$ cat config.mk
export PLATFORM = sky130hd
export DESIGN_NAME = bsg_clk_mon_multi
export DESIGN_NICKNAME = d
export VERILOG_FILES = /design/src/rtl/bsg_clk_mon_multi.sv
export SDC_FILE = /design/constraint.sdc
export NUM_CORES = 1
export LEC_CHECK = 0
export BUFFER_PORTS_ARGS = -buffer_cell sky130_fd_sc_hd__buf_2
export CAP_MARGIN = 20
export CORE_MARGIN = 8
export CORE_UTILIZATION = 60
export DETAILED_ROUTE_END_ITERATION = 10
export PLACE_DENSITY = 0.77
export SYNTH_ARGS = -nofsm -noshare
export SYNTH_HDL_FRONTEND = slang
export SYNTH_SLANG_ARGS = --single-unit
$ cat constraint.sdc
create_clock -name clk_i -period 3.35 [get_ports clk_i]
set_input_delay 0.5025 -clock clk_i [delete_from_list [all_inputs] [get_ports clk_i]]
set_output_delay 0.5025 -clock clk_i [all_outputs]
set_load 0.05 [all_outputs]
$ cat src/rtl/bsg_clk_mon_multi.sv
// Purpose : multi-channel slow-clock frequency monitor; counts synchronised rising edges per window.
// Latency : a div_clk_i rise shows up as an edge sync_stages_p+1 cycles later; results land one cycle after the last window cycle.
// Backpressure: none; start_i is only honoured in IDLE, and results are overwritten at every window end.
//
// Ports:
//   clk_i, reset_i     reference clock and synchronous active-high reset
//   start_i            begin a measurement (ignored while busy)
//   continuous_i       1 = start the next window with no gap; checked at every window end
//   window_i           window length in clk_i cycles, latched at start (0 behaves as 1)
//   min_i, max_i       inclusive in-range bounds, sampled at each window end
//   div_clk_i          monitored clocks, asynchronous to clk_i
//   busy_o             high while measuring
//   done_o             one-cycle pulse when the result outputs update
//   count_o            per-channel edge counts of the last completed window
//   in_range_o         per-channel min_i <= count <= max_i (and no saturation)
//   overflow_o         per-channel counter saturated during the last window

module bsg_clk_mon_multi #(
  parameter int els_p          = 4,
  parameter int count_width_p  = 16,
  parameter int window_width_p = 20,
  parameter int sync_stages_p  = 2
) (
  input  logic                             clk_i,
  input  logic                             reset_i,
  input  logic                             start_i,
  input  logic                             continuous_i,
  input  logic [window_width_p-1:0]        window_i,
  input  logic [count_width_p-1:0]         min_i,
  input  logic [count_width_p-1:0]         max_i,
  input  logic [els_p-1:0]                 div_clk_i,
  output logic                             busy_o,
  output logic                             done_o,
  output logic [els_p*count_width_p-1:0]   count_o,
  output logic [els_p-1:0]                 in_range_o,
  output logic [els_p-1:0]                 overflow_o
);

  // Fewer than two flops would not give metastability a full cycle to resolve.
  localparam int stages_lp = (sync_stages_p < 2) ? 2 : sync_stages_p;

  localparam logic [window_width_p-1:0] win_one_lp = window_width_p'(1);
  localparam logic [count_width_p-1:0]  cnt_one_lp = count_width_p'(1);

  typedef enum logic {
    e_idle,
    e_measure
  } state_e;

  state_e state_q, state_d;

  // ------------------------------------------------------------------
  // Synchroniser and rising-edge detector
  // ------------------------------------------------------------------
  logic [stages_lp-1:0][els_p-1:0] sync_q;
  logic [els_p-1:0]                hist_q;
  logic [els_p-1:0]                edge_s;

  // The history flop is never cleared between windows, so an edge that
  // arrives right at a window boundary is counted in exactly one window.
  always_ff @(posedge clk_i) begin
    if (reset_i) begin
      sync_q <= '0;
      hist_q <= '0;
    end else begin
      sync_q[0] <= div_clk_i;
      for (int s = 1; s < stages_lp; s++) begin
        sync_q[s] <= sync_q[s-1];
      end
      hist_q <= sync_q[stages_lp-1];
    end
  end

  assign edge_s = sync_q[stages_lp-1] & ~hist_q;

  // ------------------------------------------------------------------
  // Working state
  // ------------------------------------------------------------------
  // rem_q counts down the remaining counting cycles; zero marks the last one.
  logic [window_width_p-1:0] rem_q, rem_d;
  logic [window_width_p-1:0] len_m1_q, len_m1_d;

  logic [els_p-1:0][count_width_p-1:0] cnt_q, cnt_d, cnt_nxt;
  logic [els_p-1:0]                    ovf_q, ovf_d, ovf_nxt;

  // Result registers, held between window ends.
  logic [els_p-1:0][count_width_p-1:0] res_cnt_q, res_cnt_d;
  logic [els_p-1:0]                    res_ovf_q, res_ovf_d;
  logic [els_p-1:0]                    res_inr_q, res_inr_d;
  logic                                done_q, done_d;

  // Saturating per-channel increment. Overflow is flagged when an edge
  // arrives while the counter is already pinned at all-ones.
  always_comb begin
    cnt_nxt = cnt_q;
    ovf_nxt = ovf_q;
    for (int i = 0; i < els_p; i++) begin
      if (edge_s[i]) begin
        if (&cnt_q[i]) begin
          ovf_nxt[i] = 1'b1;
        end else begin
          cnt_nxt[i] = cnt_q[i] + cnt_one_lp;
        end
      end
    end
  end

  // ------------------------------------------------------------------
  // Control FSM: next state, working updates and result capture
  // ------------------------------------------------------------------
  always_comb begin
    state_d   = state_q;
    rem_d     = rem_q;
    len_m1_d  = len_m1_q;
    cnt_d     = cnt_q;
    ovf_d     = ovf_q;
    res_cnt_d = res_cnt_q;
    res_ovf_d = res_ovf_q;
    res_inr_d = res_inr_q;
    done_d    = 1'b0;
    busy_o    = 1'b0;

    case (state_q)
      e_idle: begin
        if (start_i) begin
          // A zero-length window is stretched to one counting cycle.
          len_m1_d = (window_i == '0) ? '0 : (window_i - win_one_lp);
          rem_d    = (window_i == '0) ? '0 : (window_i - win_one_lp);
          cnt_d    = '0;
          ovf_d    = '0;
          state_d  = e_measure;
        end
      end

      e_measure: begin
        busy_o = 1'b1;
        cnt_d  = cnt_nxt;
        ovf_d  = ovf_nxt;
        if (rem_q == '0) begin
          // Last counting cycle: publish including this cycle's edge.
          res_cnt_d = cnt_nxt;
          res_ovf_d = ovf_nxt;
          for (int i = 0; i < els_p; i++) begin
            res_inr_d[i] = !ovf_nxt[i] && (cnt_nxt[i] >= min_i) && (cnt_nxt[i] <= max_i);
          end
          done_d = 1'b1;
          // continuous_i is looked at live here so software can stop a
          // free-running measurement by dropping it mid-window.
          if (continuous_i) begin
            cnt_d = '0;
            ovf_d = '0;
            rem_d = len_m1_q;
          end else begin
            state_d = e_idle;
          end
        end else begin
          rem_d = rem_q - win_one_lp;
        end
      end

      default: begin
        state_d = e_idle;
      end
    endcase
  end

  always_ff @(posedge clk_i) begin
    if (reset_i) begin
      state_q   <= e_idle;
      rem_q     <= '0;
      len_m1_q  <= '0;
      cnt_q     <= '0;
      ovf_q     <= '0;
      res_cnt_q <= '0;
      res_ovf_q <= '0;
      res_inr_q <= '0;
      done_q    <= 1'b0;
    end else begin
      state_q   <= state_d;
      rem_q     <= rem_d;
      len_m1_q  <= len_m1_d;
      cnt_q     <= cnt_d;
      ovf_q     <= ovf_d;
      res_cnt_q <= res_cnt_d;
      res_ovf_q <= res_ovf_d;
      res_inr_q <= res_inr_d;
      done_q    <= done_d;
    end
  end

  assign done_o     = done_q;
  assign count_o    = res_cnt_q;
  assign in_range_o = res_inr_q;
  assign overflow_o = res_ovf_q;

endmodule

==> results by stage <==
Run status:
- The run finished with clean final reports.

STA:
- Setup violations remaining at the end of the flow were counted as 0.
- Dividing the final minimum period by the clock period gives between 90 and 100%.
- The highest clock frequency the design can meet is about 0.31 GHz.
- The slew at the pin closest to its max-slew limit is 922 ps.
- The clock arrives with about 15 ps of skew.
- The number of slew-limit violations in the final report is 0.
- The count of endpoints failing hold in the final timing report was 0.
- Setup repair after global routing could not meet its margin everywhere.
- The sum of negative setup slack is 0 ps.
- After layout, the minimum clock period comes to about 3200 ps.
- The normalized max-slew margin is a little under two fifths.

Setup path:
- The worst flop-to-flop path endpoint is in_range_o[0].
- For the worst flop-to-flop path, the logic depth is 12.
- The worst setup path is of the reg2reg kind.
- At the worst endpoint, the arrival time is ~3500 ps.
- Across all register-to-register paths, the minimum setup slack is between 150 and 200 ps.
- STA classifies the critical path endpoint as a register.
- The nature of the critical path startpoint is a register.
- The worst register-to-register path begins at cnt_q[4].
- The maximum fanout along the worst path is 6.
- Data on the critical path is required at its endpoint by approximately 3700 ps.

Power:
- Power spread over the standard cell area amounts to between 300 and 400 mW/mm².
- The share of power burned in combinational logic is 14.2%.
- The sequential group share of total power is 45.9%.
- The cell internal power dissipation is 3790 µW.
- The worst-case IR drop observed on VDD is about 0.29 mV.
- The clock power share is between 30% and 40%.
- For this design the static power due to leakage is between 0.006 and 0.007 µW.
- Of the total power, the share spent switching nets is between 20% and 30%.
- For this design the total switching power over the nets is 1510 µW.

Yosys:
- When the netlist entered floorplanning its net count stood at about 1700.
- After synthesis, the largest family of logic cells by area is simple AND/OR/NAND/NOR gates.
- The share of synthesized area occupied by flip-flops and latches is a little under a third.
- The mean post-synth cell area is between 8 and 9 µm².
- Synthesis inferred 194 register bits.
- The count of synthesis-stage warnings from yosys is 0.
- The area fraction in and, or, nand and nor cells after synthesis is between 20% and 30%.
- The portion of synthesized area spent on multiplexers is under 10%.
- The summed instance area of the synthesized netlist is 0.0126 mm².
- The most common cell in the synthesized netlist is sky130_fd_sc_hd__dfxtp_1.
- The xor-xnor portion of the synthesized cell area is 4.37%.
- Counting distinct cell types in the post-synthesis netlist gives 76.
- The leading register cell type out of synthesis is sky130_fd_sc_hd__dfxtp_1.
- The adder and majority gate portion of the synthesized area is between 10% and 20%.
- In this run, synthesis inferred 0 flip-flops with an integrated enable.
- The cell accounting for the most synthesized area is sky130_fd_sc_hd__dfxtp_1.
- By area the synthesized netlist is led by sky130_fd_sc_hd__dfxtp_1 31%, sky130_fd_sc_hd__ha_1 13%, sky130_fd_sc_hd__a21oi_1 4.8%.
- The gate count after technology mapping is between 1500 and 2000.
- The complex-gate fraction of the synthesized area is around a fifth.
- After synthesis, the most frequently instantiated cells are 194 x sky130_fd_sc_hd__dfxtp_1, 162 x sky130_fd_sc_hd__nand2_1, 161 x sky130_fd_sc_hd__nor2_1, 135 x sky130_fd_sc_hd__ha_1, 122 x sky130_fd_sc_hd__a21oi_1.
- The fraction of registers with async set or reset after synthesis is 0%.
- The top cell type by area accounts for a little under a third of the synthesized area.

Global routing:
- The global-route wire length before repair is roughly 63000 µm.
- The maximum number of pins on one net before global-route repair is 69.
- The overall fraction of global-route tracks in use is a little under 30%.
- The via count of the first global-routing pass came to between 10000 and 15000.
- The initial antenna violation count is 0.
- After global routing the overflow that remains totals 0.

Detailed routing:
- The remaining number of nets flagged by the antenna check after routing is 0.
- After detailed routing, the total wire length is about 40000 µm.
- The first TritonRoute pass finished after 6 iterations.
- The via count is 12600.
- In the final routed layout, each cell accounts on average for ~20 µm.
- The DRC violation count after routing is 0.
- After the first detailed-routing iteration, the DRC count stood at about 1000.
- The vias per cell is around 6.4.

Finish:
- The total inserted antenna cells is 0.
- The final design utilization is 69.4%.
- The layout net count is 1878.
- The area added between synthesis and finish is 14.3%.
- In the final layout, the share of cells above drive strength 1 is roughly 17%.

CTS:
- The maximum count of clock buffers along a single path is 2.
- Clock tree synthesis selected as its root buffer the cell sky130_fd_sc_hd__clkbuf_16.
- For the worst-skew pair, the clock arrives at the later sink with an insertion delay of ~440 ps.
- Counting every sink on the clock net gives 194.
- TritonCTS built the clock tree.
- The clock tree synthesis step divided the H-tree into 4 levels.
- The clock-pin transition on the worst setup and hold timing paths is 80 ps.
- Counting the buffers created by CTS gives 17.

Die:
- The placement row count is 53.
- The full die area is ~0.026 mm².
- The total area inside the core boundary comes to between 0.02 and 0.025 mm².
- The width of the die is about 160 µm.
- The effective utilization at floorplan is 60.7%.
- Pin placement for this block handled about 130 I/O pins.
- In this run the vertical extent of the chip is 161 µm.

Worst hold path:
- The kind of path behind the tightest hold check is in2reg.
- Along the worst hold path, the cell count comes to 2.
- The startpoint identified for the worst hold timing path is div_clk_i[2].
- The path with the worst hold slack has its endpoint at sync_q[2].

Placed design:
- Once detailed placement completed, the half-perimeter wirelength came to around 30000 µm.
- The quantity of I/O buffers inserted on ports is 133.
- The placer congestion estimate is ~0.96.

Flow run:
- The number of max-cap violations is 0.
## worst max path at each step
stage	from	cells past startpoint	slack (ps)	end
2_1_floorplan	cnt_q[59]	14	420	in_range_o[3]
3_3_place_gp	cnt_q[34]	12	240	in_range_o[2]
3_5_place_dp	cnt_q[34]	12	180	in_range_o[2]
4_1_cts	cnt_q[38]	12	130	in_range_o[2]
5_1_grt	cnt_q[56]	13	-20	in_range_o[3]
6_report	cnt_q[4]	12	170	in_range_o[0]
## cells in the final DEF, fill, tap and decap left out, types with 13 or more instances in the layout
| cell | instances |
|---|---|
| sky130_fd_sc_hd__buf_2 | 132 |
| sky130_fd_sc_hd__mux2i_1 | 16 |
| sky130_fd_sc_hd__o31ai_1 | 22 |
| sky130_fd_sc_hd__a211oi_1 | 26 |
| sky130_fd_sc_hd__nand2_1 | 162 |
| sky130_fd_sc_hd__a22oi_1 | 13 |
| sky130_fd_sc_hd__o211ai_1 | 15 |
| sky130_fd_sc_hd__xnor2_1 | 39 |
| sky130_fd_sc_hd__buf_4 | 56 |
| sky130_fd_sc_hd__nor3_1 | 57 |
| sky130_fd_sc_hd__mux2_2 | 17 |
| sky130_fd_sc_hd__nand3_1 | 45 |
| sky130_fd_sc_hd__a21oi_1 | 121 |
| sky130_fd_sc_hd__ha_1 | 135 |
| sky130_fd_sc_hd__xor2_1 | 22 |
| sky130_fd_sc_hd__inv_1 | 55 |
| sky130_fd_sc_hd__dfxtp_1 | 187 |
| sky130_fd_sc_hd__o21ai_0 | 89 |
| sky130_fd_sc_hd__clkbuf_16 | 17 |
| sky130_fd_sc_hd__o21a_1 | 21 |
| sky130_fd_sc_hd__nor2_1 | 160 |
| sky130_fd_sc_hd__nand4_1 | 44 |
| sky130_fd_sc_hd__nor2b_1 | 28 |
| sky130_fd_sc_hd__a22o_1 | 18 |
## sequential cells by signal, summed over array words and instances, names as in the netlist, 4 cells and up
name        count
cnt_q          64
count_o        64
len_m1_q       20
rem_q          20
sync_q          8
hist_q          4
in_range_o      4
overflow_o      4
ovf_q           4
## worst max-delay path, stage by stage (launching register included)
cell	delay, ps
sky130_fd_sc_hd__dfxtp_1	450
sky130_fd_sc_hd__nand4_4	200
sky130_fd_sc_hd__or2_2	390
sky130_fd_sc_hd__a2111oi_4	440
sky130_fd_sc_hd__xor2_1	290
sky130_fd_sc_hd__buf_4	230
sky130_fd_sc_hd__ha_1	260
sky130_fd_sc_hd__a21oi_1	160
sky130_fd_sc_hd__nor2_1	70
sky130_fd_sc_hd__a211oi_1	200
sky130_fd_sc_hd__o21ai_0	130
sky130_fd_sc_hd__o2bb2ai_1	130
sky130_fd_sc_hd__o21ai_0	150
## per-layer routing
layer  up-vias  wire (µm)  track usage, %
met4         0       2040            16.0
met5         -          0               0
met1      5838      16800            38.2
li1       5930          -               -
met2       652      17500            46.6
met3       134       3600            6.03
## through the flow
stage	setup slack (ps)	hold slack (ps)	std cells	total power, µW	cell area, µm²
2_1_floorplan	420	414	1551	2970	12600
3_3_place_gp	239	420	1938	3190	13800
3_5_place_dp	175	429	1938	3210	13800
4_1_cts	127	262	1970	5280	14400
5_1_grt	-18.4	273	1971	5490	14400
6_report	172	262	1971	5300	14400
## power groups by stage
stage | logic [µW] | clock network (µW) | registers [µW]
finish | 755 | 2120 | 2430
global route | 819 | 2230 | 2440
CTS | 737 | 2120 | 2430
detailed placement | 730 | 0 | 2480
global placement | 709 | 0 | 2480
floorplan | 499 | 0 | 2470
## cells by family (layout without fill, tap and decap cells)
| group | count (synthesis) | after routing |
|---|---|---|
| buf+inv | 132 | 277 |
| simple gates | 600 | 600 |
| xor+xnor | 63 | 63 |
| flops | 194 | 194 |
| fa+ha+maj | 135 | 135 |
| mux | 33 | 33 |
| compound gates | 394 | 394 |
## cell type report
class                   count  area [µm²]
flip-flops and latches    194        3890
clock inverters            13         145
fillers                  1750        6380
well taps                 275         344
clock buffers              19         453
inverters                  57         214
repair buffers            188        1080
multi-input cells        1225        8320
## timing repair
| item | in CTS | in global routing |
|---|---|---|
| setup buffers | 0 | 1 |
| resized for setup | 0 | 24 |
| hold buffers | 0 | 0 |
| setup endpoints to repair | 0 | 4 |
Power figures use the tool's default switching activity.
